$ cat src/rtl/cpu_types_pkg.sv
// Shared CPU-side types: RAM status encoding and the memory arbiter grant FSM states.
package cpu_types_pkg;

    typedef enum logic [1:0] {
        FREE   = 2'd0,
        BUSY   = 2'd1,
        ACCESS = 2'd2,
        ERROR  = 2'd3
    } ramstate_t;

    typedef enum logic [1:0] {
        IDLE   = 2'd0,
        IGRANT = 2'd1,
        DGRANT = 2'd2
    } arb_state_t;

endpackage

$ cat src/rtl/arb_starve_ctr.sv
// Saturating count of D completions served while instruction fetch waits.
module arb_starve_ctr #(
    parameter int CNT_W      = 3,
    parameter int STARVE_MAX = 4
) (
    input  logic clk_i,
    input  logic rst_ni,
    input  logic inc_i,
    input  logic clr_i,
    output logic sat_o
);
    localparam logic [CNT_W-1:0] MAX_CNT = CNT_W'(STARVE_MAX);

    logic [CNT_W-1:0] cnt_q, cnt_d;

    assign sat_o = (cnt_q == MAX_CNT);

    always_comb begin
        cnt_d = cnt_q;
        if (clr_i)
            cnt_d = '0;
        else if (inc_i && !sat_o)
            cnt_d = cnt_q + 1'b1;
    end

    always_ff @(posedge clk_i or negedge rst_ni) begin
        if (!rst_ni)
            cnt_q <= '0;
        else
            cnt_q <= cnt_d;
    end

endmodule

$ cat src/rtl/mem_arbiter.sv
// Arbitrates the single RAM port between icache and dcache with a 3-state grant FSM.
// Build option ARB_ROUND_ROBIN_EN replaces fixed D priority + starvation guard with round robin.
module mem_arbiter
    import cpu_types_pkg::*;
#(
    parameter int WORD_W     = 32,
    parameter int STARVE_MAX = 4,
    parameter int CNT_W      = 3
) (
    input  logic              CLK,
    input  logic              nRST,
    input  logic              iREN,
    input  logic [WORD_W-1:0] iaddr,
    input  logic              dREN,
    input  logic              dWEN,
    input  logic [WORD_W-1:0] daddr,
    input  logic [WORD_W-1:0] dstore,
    output logic              iwait,
    output logic              dwait,
    output logic [WORD_W-1:0] iload,
    output logic [WORD_W-1:0] dload,
    output logic              ramREN,
    output logic              ramWEN,
    output logic [WORD_W-1:0] ramaddr,
    output logic [WORD_W-1:0] ramstore,
    input  logic [WORD_W-1:0] ramload,
    input  logic [1:0]        ramstate
);
    arb_state_t state_q, state_d;
    ramstate_t  ram_st;
    logic       d_req;
    logic       i_done;
    logic       d_done;
    logic       i_first;

    assign ram_st = ramstate_t'(ramstate);
    assign d_req  = dREN | dWEN;
    assign i_done = (state_q == IGRANT) && iREN  && (ram_st == ACCESS);
    assign d_done = (state_q == DGRANT) && d_req && (ram_st == ACCESS);
    assign iload  = ramload;
    assign dload  = ramload;

`ifdef ARB_ROUND_ROBIN_EN
    // 0: I was served last, 1: D was served last.
    logic last_grant_q, last_grant_d;

    always_comb begin
        last_grant_d = last_grant_q;
        if (i_done)
            last_grant_d = 1'b0;
        else if (d_done)
            last_grant_d = 1'b1;
    end

    always_ff @(posedge CLK or negedge nRST) begin
        if (!nRST)
            last_grant_q <= 1'b0;
        else
            last_grant_q <= last_grant_d;
    end

    assign i_first = last_grant_q;
`else
    logic starve_sat;

    arb_starve_ctr #(
        .CNT_W      (CNT_W),
        .STARVE_MAX (STARVE_MAX)
    ) u_starve (
        .clk_i  (CLK),
        .rst_ni (nRST),
        .inc_i  (d_done && iREN),
        .clr_i  (i_done || !iREN),
        .sat_o  (starve_sat)
    );

    assign i_first = starve_sat;
`endif

    always_ff @(posedge CLK or negedge nRST) begin
        if (!nRST)
            state_q <= IDLE;
        else
            state_q <= state_d;
    end

    // Every grant ends in IDLE: on completion, error (implicit retry) or abort.
    always_comb begin
        state_d = state_q;
        case (state_q)
            IDLE: begin
                if (iREN && (i_first || !d_req))
                    state_d = IGRANT;
                else if (d_req)
                    state_d = DGRANT;
            end
            IGRANT: begin
                if (!iREN || ram_st == ACCESS || ram_st == ERROR)
                    state_d = IDLE;
            end
            DGRANT: begin
                if (!d_req || ram_st == ACCESS || ram_st == ERROR)
                    state_d = IDLE;
            end
            default: state_d = IDLE;
        endcase
    end

    always_comb begin
        ramREN   = 1'b0;
        ramWEN   = 1'b0;
        ramaddr  = '0;
        ramstore = '0;
        iwait    = 1'b1;
        dwait    = 1'b1;
        case (state_q)
            IGRANT: begin
                ramREN  = iREN;
                ramaddr = iaddr;
                iwait   = !i_done;
            end
            DGRANT: begin
                ramWEN   = dWEN;
                ramREN   = dREN & ~dWEN;
                ramaddr  = daddr;
                ramstore = dstore;
                dwait    = !d_done;
            end
            default: ;
        endcase
    end

endmodule

$ cat config.mk
export PLATFORM = sky130hd
export DESIGN_NAME = mem_arbiter
export DESIGN_NICKNAME = d
export VERILOG_FILES = /design/src/rtl/cpu_types_pkg.sv /design/src/rtl/arb_starve_ctr.sv /design/src/rtl/mem_arbiter.sv
export SDC_FILE = /design/constraint.sdc
export NUM_CORES = 1
export LEC_CHECK = 0
export ABC_AREA = 1
export CORE_AREA = 2 2 104 106
export DETAILED_ROUTE_END_ITERATION = 12
export DIE_AREA = 0 0 106 108
export PLACE_DENSITY = 0.7
export RECOVER_POWER = 100
export SYNTH_ARGS = -nofsm -noshare
export SYNTH_HDL_FRONTEND = slang
export SYNTH_HIERARCHICAL = 1
export SYNTH_SLANG_ARGS = --single-unit
$ cat constraint.sdc
create_clock -name CLK -period 1.43 [get_ports CLK]
set_input_delay 0.286 -clock CLK [delete_from_list [all_inputs] [get_ports CLK]]
set_output_delay 0.286 -clock CLK [all_outputs]
set_load 0.02 [all_outputs]
# Word level (Yosys, flattened, before mapping)
# Index checks and enable logic that the tools add are counted.
[totals]
register_bits = 5
latch_bits = 0
ram_bits = 0
rom_bits = 0
inputBits = 135
elab_cells = 48
mem_count = 0
[op_classes]
n_addsub = 1
multipliers = 0
div_mod_pow = 0
magnitude_cmp = 0
eq_ne = 8
shifts = 0
muxes = 13
n_bitwise = 3
reduce_logical = 21
[ops]
columns = ["operator", "n"]
rows = [
  ["one-hot mux 32 bit (2 select lines)", 1],
  ["two-way mux 32 bit", 1],
  ["two-way mux 2 bit", 4],
  ["logical AND 1 bit", 7],
  ["== test 2 bit, second input constant", 3],
  ["logical OR 1 bit", 6],
  ["two-way mux 3 bit", 2],
  ["one-hot mux 2 bit (3 select lines)", 1],
  ["zero test 1 bit", 5],
  ["!= test 2 x 1 -> 1 bit, second input constant", 2],
  ["adder 3 x 1 -> 3 bit, second input constant", 1],
  ["== test 3 bit, second input constant", 1],
  ["two-way mux 1 bit", 3],
  ["!= test 3 bit, second input constant", 1],
  ["AND reduction 3 bit", 1],
  ["== test 2 x 1 -> 1 bit, second input constant", 1],
  ["zero test 2 bit", 1],
  ["one-hot mux 1 bit (2 select lines)", 1],
  ["nonzero test 2 bit", 1],
  ["bitwise AND 1 bit", 1],
  ["inverter 1 bit", 1],
  ["OR 1 bit", 1],
]

# Longest topological paths before layout
# Gate-level depths: netlist (run 1).
[depth]
ltp_word = 7
mapped_depth = 10

# Cells and area by module
# Netlist (run 1), hierarchy kept.
[by_module_without_submodules]
columns = ["mod", "instances", "cells_per_inst", "area_each_um2", "seq_area_each_um2"]
rows = [
  ["mem_arbiter", 1, 276, 1425.1, 50.0],
  ["arb_starve_ctr", 1, 25, 185.2, 75.1],
]

# Worst setup path after synthesis (run 1)
# OpenSTA, ideal clock, no wires.
[synth_timing]
kind = "reg2reg"
start = "register state_q[0]"
end = "register u_starve.cnt_q[2]"
setup_time_ps = 117
arrival_time_ps = 1518
setup_slack_ps = -205
path_stages_with_launch = 11
path_buffers = 1
cell_sequence = "dfrtp_1 -> inv_1 -> ha_1 -> buf_4 -> nand3_1 -> nor2_1 -> nand2_1 -> inv_1 -> nand2_1 -> nand2_1 -> nor2_1"
[synth_via]
elab_chain_cells = 6
[synth_rtl]
columns = ["item", "line", "text"]
rows = [
  ["from (decl)", "mem_arbiter.sv:29", "arb_state_t state_q, state_d;"],
  ["from (signal assigned)", "mem_arbiter.sv:84", "state_q <= state_d;"],
  ["== test 2 bit", "mem_arbiter.sv:39", "assign d_done = (state_q == DGRANT) && d_req && (ram_st == ACCESS);"],
  ["logical AND 1 bit (2 in a row)", "mem_arbiter.sv:39", ""],
  ["logical AND 1 bit", "mem_arbiter.sv:72", ".inc_i (d_done && iREN),"],
  ["logical AND 1 bit", "arb_starve_ctr.sv:22", "else if (inc_i && !sat_o)"],
  ["nonzero test 2 bit (no line)", "n/a", ""],
  ["to (signal assigned)", "arb_starve_ctr.sv:30", "cnt_q <= cnt_d;"],
  ["to (decl)", "arb_starve_ctr.sv:14", "logic [CNT_W-1:0] cnt_q, cnt_d;"],
]
# Several ways; a longest one is shown, not always the timed one.
# A chain may end at the register's enable or synchronous reset.

# Final worst setup path (run 1)
[layout_timing]
start = "register state_q[1]"
end = "output port ramaddr[11]"
[layout_via]
elab_chain_cells = 2
[layout_rtl]
columns = ["item", "line", "text"]
rows = [
  ["== test 2 bit / == test 2 x 1 -> 1 bit (equally long branches)", "mem_arbiter.sv:116", "case (state_q)"],
  ["one-hot mux 32 bit (2 select lines) (*)", "mem_arbiter.sv:116", ""],
  ["to (decl)", "mem_arbiter.sv:24", "output logic [WORD_W-1:0] ramaddr,"],
]
# Mark *: on every way between the ends. The rest lies on a longest branch, timed or not.

==> results.cfg, run 1 <==
[run_status]
outcome = finished with violations
violations = negative setup slack

[cts]
cts_buffers = 3
clockRootBuffer = clkbuf_8
cts_sinks = 5
cts_tree = done
clk_path_buf_depth = 2
htreeDepth = 1
cts_hold_buf = 0
clk_pin_slew_ns = 0.04
clk_latency_ns = 0.22

[floorplanning]
chipWidth_um = 106
initial_utilization_pct = 15.7
die_area_mm2 = 0.0114
io_pins = 267
num_rows = 37
core_mm2 = 0.0102
chipHeight_um = 108

[critical_path]
worst_setup_path_end_kind = output pin
worst-path-max-fanout = 8
critPathLaunchType = flop
cp_data_arrival_time_ns = 1.53
crit_chain = inv_2 -> ha_4 -> clkinv_8 -> buf_12 -> a21oi_4 -> buf_6
crit_required_ns = 1.14
slowest_delay_ns = 0.39
worstSetupPathType = flop to output pin
crit_slowest_cell = dfrtp_1

[synthesis]
synth_seq_cells = 5
syn_inst = 301
post_synth_num_cell_types = 15
yosysWarningCount = 6
seq_area_frac_synth_pct = 7.77
avgSynthCellArea_um2 = 5.35
synth_area_mm2 = 0.00161
syn-num-nets = 441

[timing]
relSlewSlack_pct = 82.9
fin_crit_ns = 1.81
rsz0062_at_grt = yes
fin_skew_ns = 0.00140
report.final.hold_viol_count = 0
whs_ns = 0.363
fmax_ghz = 0.551
finalSetupViolCount = 73
finalCritPeriodShare_pct = 127
drv_slew = 0
tns_ns = -22.78
worst_slack_ns = -0.385
worst_pin_slew_ns = 0.254

[power_and_ir_drop]
p_leak_nw = 1.76
vdd_drop_max_mv = 0.600
p_per_area_mw_per_mm2 = 1450
p_total_mw = 5.91

[detailed_routing]
wl_mm = 9.24
wl_per_cell_um = 16.2
via_per_inst = 4.08
drc = 0
antenna_left = 0
drt_iter0_markers = 50
vias = 2324
drt_pass1_iterations = 4

[job]
max_cap_violations = 0

[finish]
antenna_cells = 0
post-route-util_pct = 39.9
drive_gt1_share_pct = 55.4
syn_to_final_growth_pct = 153
nets = 574

[global_routing]
grt_max_degree = 25
track_usage_pct = 14.9
grt_pass1_vias = 2441
grt_pass1_wl_mm = 13.4
antenna_found_initial = 0
overflow = 0

[place]
place.gp.congestion = 0.884
port_buffers = 170
post-dp-hpwl_mm = 6.94

[min_path]
hold_path_class = primary input to async pin
==> area by class of cell <==
cell class,count,area (um^2)
clock buffers,4,45.0
fillers,1032,6150
inverters,48,193
multi-input cells,170,1330
flip-flops and latches,5,125
well taps,136,170
repair buffers,206,2210
==> layout by cell type (no fill, tap or decap) <==
| cell | synthesis | routed |
|---|---|---|
| clkdlybuf4s50_1 | 0 | 100 |
| buf_6 | 1 | 64 |
| nand2_1 | 114 | 59 |
| nand2_2 | 1 | 55 |
| inv_2 | 0 | 35 |
| a21oi_4 | 0 | 33 |
| buf_4 | 65 | 28 |
| inv_1 | 48 | 12 |
| buf_12 | 0 | 7 |
| nand4_1 | 5 | 5 |
| dfrtp_1 | 5 | 5 |
| nand3_1 | 6 | 3 |
| ha_4 | 0 | 3 |
| clkbuf_8 | 0 | 3 |
| buf_16 | 0 | 3 |
| nor2_1 | 4 | 3 |
| nand3_2 | 0 | 2 |
| ha_1 | 5 | 2 |
| clkinv_8 | 0 | 1 |
| nand2_4 | 0 | 1 |
| or2_4 | 0 | 1 |
| nor2_4 | 0 | 1 |
| nand3_4 | 0 | 1 |
| o21ai_0 | 1 | 1 |
| clkbuf_1 | 0 | 1 |
| clkbuf_16 | 0 | 1 |
| dlygate4sd3_1 | 0 | 1 |
| dlygate4sd2_1 | 0 | 1 |
| buf_8 | 0 | 1 |
==> registers in the layout (all words and copies together) (netlist names) <==
signal	flops
state_q	2
u_starve/cnt_q	3
==> metal layers <==
metal	part of all wire [%]	global-route usage, %
met1	34	16.1
met2	54	28.8
met3	10	4.16
met4	1.5	3.01
met5	0	0
==> path summary, 6_finish.rpt <==
check                                  start           endpoint  slack [ns]  cells after the start
max                               state_q[1]        ramaddr[11]       -0.38                      6
min in group CLK           u_starve/cnt_q[1]  u_starve/cnt_q[1]        0.54                      2
max in group asynchronous               nRST  u_starve/cnt_q[1]        0.87                      1
min                                     nRST         state_q[1]        0.36                      1
max reg2reg                       state_q[1]  u_starve/cnt_q[2]       -0.27                     12
min reg2reg                u_starve/cnt_q[1]  u_starve/cnt_q[1]        0.54                      2
==> repair_timing <==
| item | 4_1_cts | 5_1_grt |
|---|---|---|
| pin swaps | 3 | 1 |
| gates cloned | 5 | 1 |
| setup endpoints to repair | 73 | 73 |
| buffers inserted | 8 | 7 |
| resized for setup | 410 | 66 |
==> Yosys cell counts <==
cell | instances | area share [%]
a21oi_1 | 33 | 10
buf_1 | 3 | 0.70
buf_2 | 9 | 2.8
buf_4 | 65 | 30
buf_6 | 1 | 0.70
dfrtp_1 | 5 | 7.8
ha_1 | 5 | 3.9
inv_1 | 48 | 11
nand2_1 | 114 | 27
nand2_2 | 1 | 0.39
nand3_1 | 6 | 1.9
nand4_1 | 5 | 1.9
nor2_1 | 4 | 0.93
o21ai_0 | 1 | 0.31
or2_2 | 1 | 0.39
==> where the power goes <==
| part | internal (mW) | total (mW) | switching [mW] |
|---|---|---|---|
| registers | 0.162 | 0.182 | 0.0196 |
| clock network | 0.191 | 0.261 | 0.0697 |
| logic | 2.65 | 5.47 | 2.82 |
==> kinds of logic (layout without fill, tap and decap cells) <==
logic type                 count (synthesis)  count (layout)  share of synthesized area (%)
AOI/OAI and AO/OA                         34              34                           10.6
adders and majority gates                  5               5                           3.89
buffers and inverters                    126             258                           45.7
DFF                                        5               5                           7.77
and+or+nand+nor                          131             131                           32.1
==> critical path: cells and delay by family, from the launching register on <==
family | cells | cell delay [ns]
AO/OA/AOI/OAI | 1 | 0.13
adder cells (fa/ha/maj) | 1 | 0.30
buffers and inverters | 4 | 0.48
flip-flops | 1 | 0.39
==> metrics by stage <==
step / instances / worst slack [ns] / cell area (um^2)
after CTS: 564 / -0.397 / 3860
after global routing: 569 / -0.447 / 4080
after floorplan: 301 / -0.0419 / 2070
after global placement: 547 / -0.668 / 3530
after detailed placement: 547 / -0.664 / 3530
final: 569 / -0.385 / 4080
(Power assumes the default switching activity.)
==> inputs of run 2 (changes only) <==
- REMOVE_ABC_BUFFERS: unset -> 1
- SLEW_MARGIN: unset -> 40
==> results.cfg, run 2 (synthesis results as in run 1) <==
[place]
place.gp.congestion = 0.864
placed_area_mm2 = 0.00312
port_buffers = 170
post-dp-hpwl_mm = 11.0

[critical_path]
crit_path_end = ramREN
critPathTopFamily = buffers and inverters
crit_slowest_cell = dfrtp_1
worst_setup_path_end_kind = output pin
r2r_slack_ns = -0.17
crit_chain = inv_2 -> ha_4 -> buf_12 -> nand2_1 -> a21oi_2 -> buf_6
r2r_cells = 11
reg2reg_to = u_starve/cnt_q[2]
worst-path-max-fanout = 23
crit_buf_inv = 3
cp_data_arrival_time_ns = 1.50
critical_path.startpoint = state_q[1]
worstSetupPathType = flop to output pin
r2r_start = state_q[1]
slowest_delay_ns = 0.41
path_depth = 6
crit_required_ns = 1.14
critPathLaunchType = flop

[cts]
cts_sinks = 5
clk_path_buf_depth = 2
cts_buffers = 3
clockRootBuffer = clkbuf_8
clk_latency_ns = 0.22
htreeDepth = 1
cts_tree = done
clk_pin_slew_ns = 0.04

[detailed_routing]
drc = 0
wl_per_cell_um = 23.5
drt_iter0_markers = 92
wl_mm = 13.3
via_per_inst = 4.32
drt_pass1_iterations = 5
antenna_left = 0
vias = 2438

[power_and_ir_drop]
vdd_drop_max_mv = 0.727
power_frac_clock_pct = 5.3
comb_power_share_pct = 91.1
switching_power_mw = 2.54
seq_power_share_pct = 3.6
switching_share_pct = 50.3
p_leak_nw = 1.68
p_int_mw = 2.52
p_per_area_mw_per_mm2 = 1410

[job]
max_cap_violations = 0

[floorplanning]
chipHeight_um = 108
io_pins = 267
chipWidth_um = 106
initial_utilization_pct = 15.7
die_area_mm2 = 0.0114
core_mm2 = 0.0102
num_rows = 37

[timing]
drv_slew = 0
fin_skew_ns = 0.000873
worst_pin_slew_ns = 0.268
fin_crit_ns = 1.78
rsz0062_at_grt = yes
finalSetupViolCount = 73
relSlewSlack_pct = 82.0
whs_ns = 0.372
fmax_ghz = 0.560
worst_slack_ns = -0.354
finalCritPeriodShare_pct = 125
report.final.hold_viol_count = 0

[global_routing]
grt_pass1_wl_mm = 18.0
antenna_found_initial = 7
grt_max_degree = 24
track_usage_pct = 22.4
grt_pass1_vias = 2546
overflow = 0

[finish]
final_cell_mix = clkdlybuf4s50_1, nand2_1, buf_4
post-route-util_pct = 35.0
final_cell_area_mm2 = 0.00358
syn_to_final_growth_pct = 123
largest_reg_flops = 3
regMostFlops = u_starve/cnt_q
reg_top3 = u_starve/cnt_q (3), state_q (2)
drive_gt1_share_pct = 41.6
layout_commonest_cell = clkdlybuf4s50_1
nets = 566

[run_status]
outcome = finished with violations
violations = negative setup slack

[min_path]
hold_path_class = primary input to async pin
[run 2: cell count changes in the layout (fill, tap and decap cells not counted), sizes merged]
cell           delta
clkdlybuf4s50     +1
dlygate4sd2       -1
inv               +1
clkbuf            -1
clkinv            -1
diode             +3
buf               -7
[run 2: worst min-delay path by stage]
stage / slack [ns] / endpoint
after global placement: 0.50 / state_q[0]
after global routing: 0.39 / u_starve/cnt_q[1]
final: 0.37 / u_starve/cnt_q[1]
after detailed placement: 0.52 / state_q[0]
after floorplan: -0.01 / state_q[0]
after CTS: 0.31 / u_starve/cnt_q[1]
[run 2: worst reg2reg max path: stages (launching register included)]
cell	delay, ns
dfrtp_1	0.39
buf_6	0.12
ha_4	0.20
buf_12	0.17
nand3_4	0.09
buf_6	0.12
nor2_4	0.09
nand2_1	0.07
inv_2	0.06
nand2_1	0.06
nand2_1	0.07
nor2_1	0.04
[run 2: area by class of cell]
type / instances / area (um^2)
Clock buffer: 4 / 45.0
Fill cell: 1060 / 6650
Multi-Input combinational cell: 170 / 1040
Inverter: 48 / 188
Timing Repair Buffer: 198 / 2010
Sequential cell: 5 / 125
Antenna cell: 3 / 7.51
Tap cell: 136 / 170
[run 2: routing by layer]
layer,vias to the layer above,global-route usage [%],routed length [um]
li1,1087,-,-
met1,1065,18.9,4210
met2,252,37.1,5780
met3,24,24.5,3070
met4,10,1.69,98
met5,-,4.91,115
[run 2: through the flow]
step | std cells | TNS, ns | worst slack [ns] | power [mW]
final | 564 | -19.18 | -0.354 | 5.06
after global placement | 548 | -36.93 | -0.628 | 3.57
after floorplan | 223 | -68.02 | -1.38 | 1.68
after CTS | 564 | -21.65 | -0.381 | 5.06
after global routing | 561 | -23.02 | -0.403 | 5.36
after detailed placement | 548 | -38.70 | -0.687 | 3.60
[run 2: timing repair]
action | 4_1_cts | 5_1_grt
hold buffers | 0 | 0
pin swaps | 0 | 5
gates resized for setup | 391 | 50
setup buffers | 7 | 0
setup endpoints to repair | 73 | 73
gates cloned | 5 | 0
endpoints found under the hold margin | 0 | 0
[run 2: power groups by stage]
stage	logic (mW)	clock network, mW	registers [mW]
after floorplan	1.51	0	0.176
after global placement	3.39	0	0.180
after detailed placement	3.42	0	0.183
after CTS	4.60	0.278	0.183
after global routing	4.89	0.287	0.185
final	4.61	0.268	0.183
